[src/rtl/pid_pkg.sv]
// Shared widths, FSM state and MAC term encodings for the multi-channel PID core.
package pid_pkg;

  typedef enum logic [2:0] {IDLE, LOAD, MAC, UPDATE, DONE} state_t;
  typedef enum logic [2:0] {T_B0, T_B1, T_B2, T_A0, T_A1} term_t;

  function automatic int e_w(int adc_w);
    return adc_w + 1;
  endfunction

  function automatic int y_w(int adc_w, int guard);
    return adc_w + guard + 1;
  endfunction

  function automatic int op_w(int reg_w, int yw);
    return (reg_w > yw) ? reg_w : yw;
  endfunction

  function automatic int acc_w(int opw);
    return 2 * opw + 3;
  endfunction

endpackage

[src/rtl/pid_seq_mul.sv]
// Radix-2 shift-add signed multiplier; bit 0 is consumed in the start cycle so
// done_o rises exactly W cycles after start_i.
module pid_seq_mul #(
  parameter int W = 16
) (
  input  logic                  clk_i,
  input  logic                  rstn_i,
  input  logic                  start_i,
  input  logic signed [W-1:0]   a_i,
  input  logic signed [W-1:0]   b_i,
  output logic                  busy_o,
  output logic                  done_o,
  output logic signed [2*W-1:0] prod_o
);
  localparam int CNT_W = $clog2(W + 1);

  logic signed [2*W-1:0] mcand_q, prod_q;
  logic [W-1:0]          mplier_q;
  logic [CNT_W-1:0]      cnt_q;
  logic                  last;

  // the final bit carries negative weight in two's complement
  assign last   = (cnt_q == CNT_W'(W - 1));
  assign prod_o = prod_q;

  always_ff @(posedge clk_i or negedge rstn_i) begin
    if (!rstn_i) begin
      mcand_q  <= '0;
      prod_q   <= '0;
      mplier_q <= '0;
      cnt_q    <= '0;
      busy_o   <= 1'b0;
      done_o   <= 1'b0;
    end else begin
      done_o <= 1'b0;
      if (start_i) begin
        prod_q   <= b_i[0] ? (2*W)'(a_i) : '0;
        mcand_q  <= (2*W)'(a_i) <<< 1;
        mplier_q <= b_i >> 1;
        cnt_q    <= CNT_W'(1);
        busy_o   <= 1'b1;
      end else if (busy_o) begin
        if (mplier_q[0]) prod_q <= last ? prod_q - mcand_q : prod_q + mcand_q;
        mcand_q  <= mcand_q <<< 1;
        mplier_q <= mplier_q >> 1;
        cnt_q    <= cnt_q + CNT_W'(1);
        if (last) begin
          busy_o <= 1'b0;
          done_o <= 1'b1;
        end
      end
    end
  end

endmodule

[src/rtl/pid_core_mc.sv]
// Multi-channel IIR-form PID core sharing one sequential multiplier across channels.
// Optional macro PID_SAT_FLAG_EN adds per-channel saturation flags (sat_flag_o).
module pid_core_mc
  import pid_pkg::*;
#(
  parameter int ADC_BITWIDTH  = 8,
  parameter int REG_BITWIDTH  = 16,
  parameter int FRAC_BITWIDTH = 12,
  parameter int CHANNELS      = 2,
  parameter int GUARD_BITS    = 3
) (
  input  logic                                 clk_i,
  input  logic                                 rstn_i,
  input  logic                                 clk_en_PID_i,
  input  logic [CHANNELS*ADC_BITWIDTH-1:0]     ADC_value_i,
  input  logic [CHANNELS*ADC_BITWIDTH-1:0]     SET_value_i,
  input  logic [CHANNELS*REG_BITWIDTH-1:0]     b0_reg_i,
  input  logic [CHANNELS*REG_BITWIDTH-1:0]     b1_reg_i,
  input  logic [CHANNELS*REG_BITWIDTH-1:0]     b2_reg_i,
  input  logic [CHANNELS*REG_BITWIDTH-1:0]     a0_reg_i,
  input  logic [CHANNELS*REG_BITWIDTH-1:0]     a1_reg_i,
  output logic [CHANNELS*(ADC_BITWIDTH+1)-1:0] out_Val_o,
  output logic                                 busy_o,
  output logic                                 done_strb_o,
  output logic                                 overrun_o
`ifdef PID_SAT_FLAG_EN
  ,
  output logic [CHANNELS-1:0]                  sat_flag_o
`endif
);
  localparam int E_W   = e_w(ADC_BITWIDTH);
  localparam int Y_W   = y_w(ADC_BITWIDTH, GUARD_BITS);
  localparam int OP_W  = op_w(REG_BITWIDTH, Y_W);
  localparam int ACC_W = acc_w(OP_W);
  localparam int CH_W  = (CHANNELS > 1) ? $clog2(CHANNELS) : 1;

  localparam logic signed [ACC_W-1:0] Y_HI = {{(ACC_W-Y_W+1){1'b0}}, {(Y_W-1){1'b1}}};
  localparam logic signed [ACC_W-1:0] Y_LO = ~Y_HI;
  localparam logic signed [Y_W-1:0]   O_HI = {{(Y_W-ADC_BITWIDTH){1'b0}}, {ADC_BITWIDTH{1'b1}}};
  localparam logic signed [Y_W-1:0]   O_LO = ~O_HI;

  logic [CHANNELS-1:0][ADC_BITWIDTH-1:0] adc_q, set_q;
  logic [CHANNELS-1:0][REG_BITWIDTH-1:0] b0_q, b1_q, b2_q, a0_q, a1_q;
  logic [CHANNELS-1:0][E_W-1:0]          e1_q, e2_q, out_q;
  logic [CHANNELS-1:0][Y_W-1:0]          y1_q, y2_q;

  state_t                  state_q, state_d;
  term_t                   term_q;
  logic [CH_W-1:0]         ch_q;
  logic                    last_ch;
  logic signed [E_W-1:0]   e_q;
  logic signed [ACC_W-1:0] acc_q;

  logic                    mul_start, mul_busy, mul_done, sub_term;
  logic signed [OP_W-1:0]  op_a, op_b;
  logic signed [2*OP_W-1:0] mul_prod;
  logic signed [ACC_W-1:0] prod_x, y_full;
  logic signed [Y_W-1:0]   y_sat;
  logic signed [E_W-1:0]   o_sat;
  logic                    clip_y, clip_o;

  assign last_ch     = (ch_q == CH_W'(CHANNELS - 1));
  assign busy_o      = (state_q == LOAD) || (state_q == MAC) || (state_q == UPDATE);
  assign done_strb_o = (state_q == DONE);
  assign overrun_o   = clk_en_PID_i && (state_q != IDLE);
  assign out_Val_o   = out_q;
  assign prod_x      = ACC_W'(mul_prod);
  // a new term is launched in the cycle after the previous product lands
  assign mul_start   = (state_q == MAC) && !mul_busy && !mul_done;

  always_comb begin
    op_a     = '0;
    op_b     = '0;
    sub_term = 1'b0;
    case (term_q)
      T_B0: begin op_a = OP_W'($signed(b0_q[ch_q])); op_b = OP_W'(e_q); end
      T_B1: begin op_a = OP_W'($signed(b1_q[ch_q])); op_b = OP_W'($signed(e1_q[ch_q])); end
      T_B2: begin op_a = OP_W'($signed(b2_q[ch_q])); op_b = OP_W'($signed(e2_q[ch_q])); end
      T_A0: begin op_a = OP_W'($signed(a0_q[ch_q])); op_b = OP_W'($signed(y1_q[ch_q])); sub_term = 1'b1; end
      T_A1: begin op_a = OP_W'($signed(a1_q[ch_q])); op_b = OP_W'($signed(y2_q[ch_q])); sub_term = 1'b1; end
      default: ;
    endcase
  end

  pid_seq_mul #(.W(OP_W)) u_mul (
    .clk_i  (clk_i),
    .rstn_i (rstn_i),
    .start_i(mul_start),
    .a_i    (op_a),
    .b_i    (op_b),
    .busy_o (mul_busy),
    .done_o (mul_done),
    .prod_o (mul_prod)
  );

  // two-stage clip: history range first, then the narrower output range
  always_comb begin
    y_full = acc_q >>> FRAC_BITWIDTH;
    y_sat  = y_full[Y_W-1:0];
    o_sat  = y_sat[E_W-1:0];
    clip_y = 1'b0;
    clip_o = 1'b0;
    if (y_full > Y_HI) begin
      y_sat  = Y_HI[Y_W-1:0];
      clip_y = 1'b1;
    end else if (y_full < Y_LO) begin
      y_sat  = Y_LO[Y_W-1:0];
      clip_y = 1'b1;
    end
    if (y_sat > O_HI) begin
      o_sat  = O_HI[E_W-1:0];
      clip_o = 1'b1;
    end else if (y_sat < O_LO) begin
      o_sat  = O_LO[E_W-1:0];
      clip_o = 1'b1;
    end else begin
      o_sat  = y_sat[E_W-1:0];
    end
  end

  always_ff @(posedge clk_i or negedge rstn_i) begin
    if (!rstn_i) state_q <= IDLE;
    else         state_q <= state_d;
  end

  always_comb begin
    state_d = state_q;
    case (state_q)
      IDLE:    if (clk_en_PID_i) state_d = LOAD;
      LOAD:    state_d = MAC;
      MAC:     if (mul_done && term_q == T_A1) state_d = UPDATE;
      UPDATE:  state_d = last_ch ? DONE : LOAD;
      DONE:    state_d = IDLE;
      default: state_d = IDLE;
    endcase
  end

  always_ff @(posedge clk_i or negedge rstn_i) begin
    if (!rstn_i) begin
      adc_q  <= '0; set_q <= '0;
      b0_q   <= '0; b1_q  <= '0; b2_q <= '0; a0_q <= '0; a1_q <= '0;
      e1_q   <= '0; e2_q  <= '0; y1_q <= '0; y2_q <= '0; out_q <= '0;
      e_q    <= '0; acc_q <= '0;
      ch_q   <= '0; term_q <= T_B0;
    end else begin
      case (state_q)
        IDLE: if (clk_en_PID_i) begin
          adc_q <= ADC_value_i; set_q <= SET_value_i;
          b0_q  <= b0_reg_i; b1_q <= b1_reg_i; b2_q <= b2_reg_i;
          a0_q  <= a0_reg_i; a1_q <= a1_reg_i;
          ch_q  <= '0;
        end
        LOAD: begin
          e_q    <= $signed({1'b0, set_q[ch_q]}) - $signed({1'b0, adc_q[ch_q]});
          acc_q  <= '0;
          term_q <= T_B0;
        end
        MAC: if (mul_done) begin
          acc_q <= sub_term ? acc_q - prod_x : acc_q + prod_x;
          if (term_q != T_A1) term_q <= term_t'(term_q + 3'd1);
        end
        UPDATE: begin
          e2_q[ch_q]  <= e1_q[ch_q];
          e1_q[ch_q]  <= e_q;
          y2_q[ch_q]  <= y1_q[ch_q];
          y1_q[ch_q]  <= y_sat;
          out_q[ch_q] <= o_sat;
          if (!last_ch) ch_q <= ch_q + CH_W'(1);
        end
        default: ;
      endcase
    end
  end

`ifdef PID_SAT_FLAG_EN
  logic [CHANNELS-1:0] sat_q;
  assign sat_flag_o = sat_q;

  always_ff @(posedge clk_i or negedge rstn_i) begin
    if (!rstn_i)                 sat_q       <= '0;
    else if (state_q == UPDATE)  sat_q[ch_q] <= clip_y | clip_o;
  end
`endif

endmodule

[config.mk]
export PLATFORM = sky130hd
export DESIGN_NAME = pid_core_mc
export DESIGN_NICKNAME = d
export VERILOG_FILES = /design/src/rtl/pid_pkg.sv /design/src/rtl/pid_seq_mul.sv /design/src/rtl/pid_core_mc.sv
export SDC_FILE = /design/constraint.sdc
export NUM_CORES = 1
export LEC_CHECK = 0
export BUFFER_PORTS_ARGS = -buffer_cell sky130_fd_sc_hd__clkbuf_2
export CAP_MARGIN = 40
export CORE_UTILIZATION = 55
export DETAILED_ROUTE_END_ITERATION = 12
export PLACE_DENSITY = 0.75
export SLEW_MARGIN = 0
export SYNTH_ARGS = -nofsm -noshare
export SYNTH_HDL_FRONTEND = slang
export SYNTH_SLANG_ARGS = --single-unit
[constraint.sdc]
create_clock -name clk_i -period 4.6 [get_ports clk_i]
set_input_delay 0.92 -clock clk_i [delete_from_list [all_inputs] [get_ports clk_i]]
set_output_delay 0.92 -clock clk_i [all_outputs]
set_load 0.02 [all_outputs]
==> flow_summary.ini <==
[run_status]
outcome = finished, final reports clean

[drt]
wire_per_inst_um = 20.18
vias = 19100
viasPerCell = 6.062
dr.first_iter.drc_count = 1595
ant_nets = 0
drcViolationCount = 0
drt_wl_total_mm = 63.55
first_pass_iters = 6

[timing]
setup_viol = 0
layout_setup_ws_ps = 202.5
rsz0062_at_grt = yes
fin_crit_sh_pct = 95.60
max_freq_mhz = 227.4
fin_skew_ps = 25.95
tightestPinTransition_ps = 930.2
min_period_ps = 4397
relSlewSlack_pct = 37.98
slew_violations = 0
final_hold_viol_count = 0

[clocking]
cts_tree = built
post_cts_buffers = 0
cts.clk_slew.worst_paths_ps = 70
htreeDepth = 2
ctsResizeCount = 0
hold_buffers = 0
cts_buffers = 47
clock_path_buffers = 3
root_buffer = clkbuf_16
cts.sinks = 430
clk_latency_ps = 600

[place]
pre_cts_ws_ps = 119.9
place_hpwl_mm = 45.10
routabilityCongestion = 0.9668
port-buffer-count = 215

[cells_and_area]
post-route-util_pct = 64.07
area_growth_pct = 14.82
drive_gt1_share_pct = 22.54
nNetsFinal = 2852

[run]
maxCapViolCount = 0

[pwr]
p_leak_nw = 12.39
irDropWorstVdd_v = 0.0005017
powerDensity_mw_per_mm2 = 868.0

[floorplanning]
start_util_pct = 55.80
dieArea_mm2 = 0.04348
fp-row-count = 75
die_w_um = 208.5
core_area_mm2 = 0.04204
io_pins = 216
die_h_um = 208.5

[synthesis]
yosysTopAreaCellShare_pct = 45.87
synthCells = 2390
synth_enable_flop_cells = 0
synth_area_leader_cell = dfrtp_1
ys_seq_elements = 430
synth_seq_area_share_pct = 45.87
yosys-top-cells-area = dfrtp_1 (46%), mux2_2 (9.6%), nand2_1 (5.9%)
synth_cell_types = 81
synth_area_mm2 = 0.02346
syn_nets = 2669
yosysWarnings = 0
async_flop_share_pct = 100.0
avgSynthCellArea_um2 = 9.815
synth_ff_type = dfrtp_1

[critical_path]
required_ps = 5040
end_kind = register
critPathArrivalTime_ps = 4840
path_class = register to register
reg2reg_slack_ps = 200
startpoint_type = register
worst_r2r_path_depth = 17
worstPathMaxFanout = 5

[hold_path]
hp-class = primary input to async pin

[grt]
grt_usage_pct = 29.48
grt_pass1_vias = 19070
grt_max_degree = 117
grt_pass1_wl_mm = 102.5
antenna_found_initial = 5
overflow = 0
## Yosys cell counts, drive strengths merged, types with 10 or more instances
cell type    n
o31ai       15
nand4       11
o21ai      163
inv         36
a211oi      20
ha          82
xnor2       82
mux2       201
clkbuf     120
dfrtp      430
a22o        16
o22ai       20
nor4        11
and3        10
nand3       55
buf         19
a31oi       29
a22oi       27
a221oi      14
mux2i       70
xor2        35
nor2       137
nor2b       20
o211ai      18
nor3        36
a21o        50
nand2      367
o21a        16
nand2b      22
a21oi      156
## per-stage QoR
step	std cells	hold slack [ps]	instance area, µm²	power (mW)	setup TNS, ps
CTS	3147	412.4	26850	23.21	0
global route	3150	439.5	26930	25.10	-114.8
finish	3150	393.6	26930	23.38	0
detailed placement	3062	461.7	25220	19.12	0
floorplan	2390	444.4	23460	15.77	0
global placement	3059	456.9	25190	18.70	0
## registers in the layout (all words and copies together), names as in the netlist, 9 cells and up
register        count
u_mul.mcand_q      31
e2_q               18
out_Val_o          18
a1_q               32
adc_q              16
e_q                 9
a0_q               32
acc_q              35
b2_q               32
y2_q               24
b0_q               32
y1_q               24
e1_q               18
b1_q               32
u_mul.prod_o       32
u_mul.mplier_q     15
set_q              16
## per-layer routing
metal  track usage, %  wire, µm
met5                0        37
met4            7.407      1273
met3            6.521      4546
met2            47.28     29880
met1            40.58     27810
## path summary, 6_finish.rpt
path,end,startpoint
worst max-delay path,acc_q[22]$_DFFE_PN0P_,u_mul.prod_o[3]$_DFFE_PN0P_
worst min-delay path,out_Val_o[2]$_DFFE_PN0P_,rstn_i
worst max register to register,acc_q[22]$_DFFE_PN0P_,u_mul.prod_o[3]$_DFFE_PN0P_
worst min register to register,e2_q[12]$_DFFE_PN0P_,e2_q[12]$_DFFE_PN0P_
max in group asynchronous,b2_q[18]$_DFFE_PN0P_,rstn_i
min in group clk_i,e2_q[12]$_DFFE_PN0P_,e2_q[12]$_DFFE_PN0P_
## cell usage in the layout (no fill, tap or decap), types with 17 or more instances in the layout
| cell type | synthesis | layout |
|---|---|---|
| xor2_1 | 35 | 35 |
| mux2i_1 | 70 | 70 |
| xnor2_1 | 82 | 82 |
| ha_1 | 82 | 81 |
| o211ai_1 | 18 | 18 |
| buf_4 | 0 | 50 |
| o22ai_1 | 20 | 20 |
| nand3_1 | 55 | 54 |
| a22oi_1 | 27 | 27 |
| mux2_2 | 201 | 201 |
| nand2_1 | 366 | 365 |
| dfrtp_1 | 430 | 428 |
| a31oi_1 | 29 | 29 |
| clkbuf_16 | 0 | 48 |
| nand2b_1 | 22 | 21 |
| o21ai_0 | 155 | 155 |
| a211oi_1 | 20 | 20 |
| inv_1 | 36 | 36 |
| a21o_1 | 50 | 50 |
| clkbuf_2 | 0 | 214 |
| a21oi_1 | 155 | 154 |
| nor2_1 | 137 | 136 |
| nor2b_1 | 20 | 17 |
| nor3_1 | 34 | 34 |
## final cells by class
cell class / instances / area [µm²]
Antenna cell: 2 / 5.005
Clock buffer: 69 / 1380
Clock inverter: 16 / 252.7
Fill cell: 3322 / 15110
Inverter: 37 / 138.9
Multi-Input combinational cell: 1784 / 12120
Sequential cell: 430 / 10770
Tap cell: 539 / 674.4
Timing Repair Buffer: 273 / 1594
## where the power goes
part | total [mW] | switching, mW | internal (mW)
Clock | 3.98 | 1.61 | 2.37
Combinational | 12.6 | 7.07 | 5.51
Sequential | 6.82 | 1.37 | 5.45
## worst max-delay path, cell delays in order, from the launching register on
cell	delay, ps
dfrtp_1	440
nor3_2	220
nand3_1	200
nor4_4	230
nand3b_1	210
or3_1	400
nand2_1	100
xor2_1	240
ha_1	340
and2_1	200
a41o_1	260
o21a_1	200
a311o_1	370
a21oi_1	320
o21ai_1	110
a21oi_1	170
xor2_1	160
o21ai_1	70
## kinds of logic (layout without fill, tap and decap cells)
logic type               Yosys count  in the layout  share of synthesized area, %
AO/OA/AOI/OAI                    608            608                         16.42
XOR/XNOR                         117            117                         4.368
adder cells (fa/ha/maj)           84             84                         4.544
buffers and inverters            176            395                         2.843
flip-flops                       430            430                         45.87
multiplexers                     271            271                         12.64
other                              0              2                             0
AND/OR/NAND/NOR                  704            704                         13.32
(Power assumes the default switching activity.)
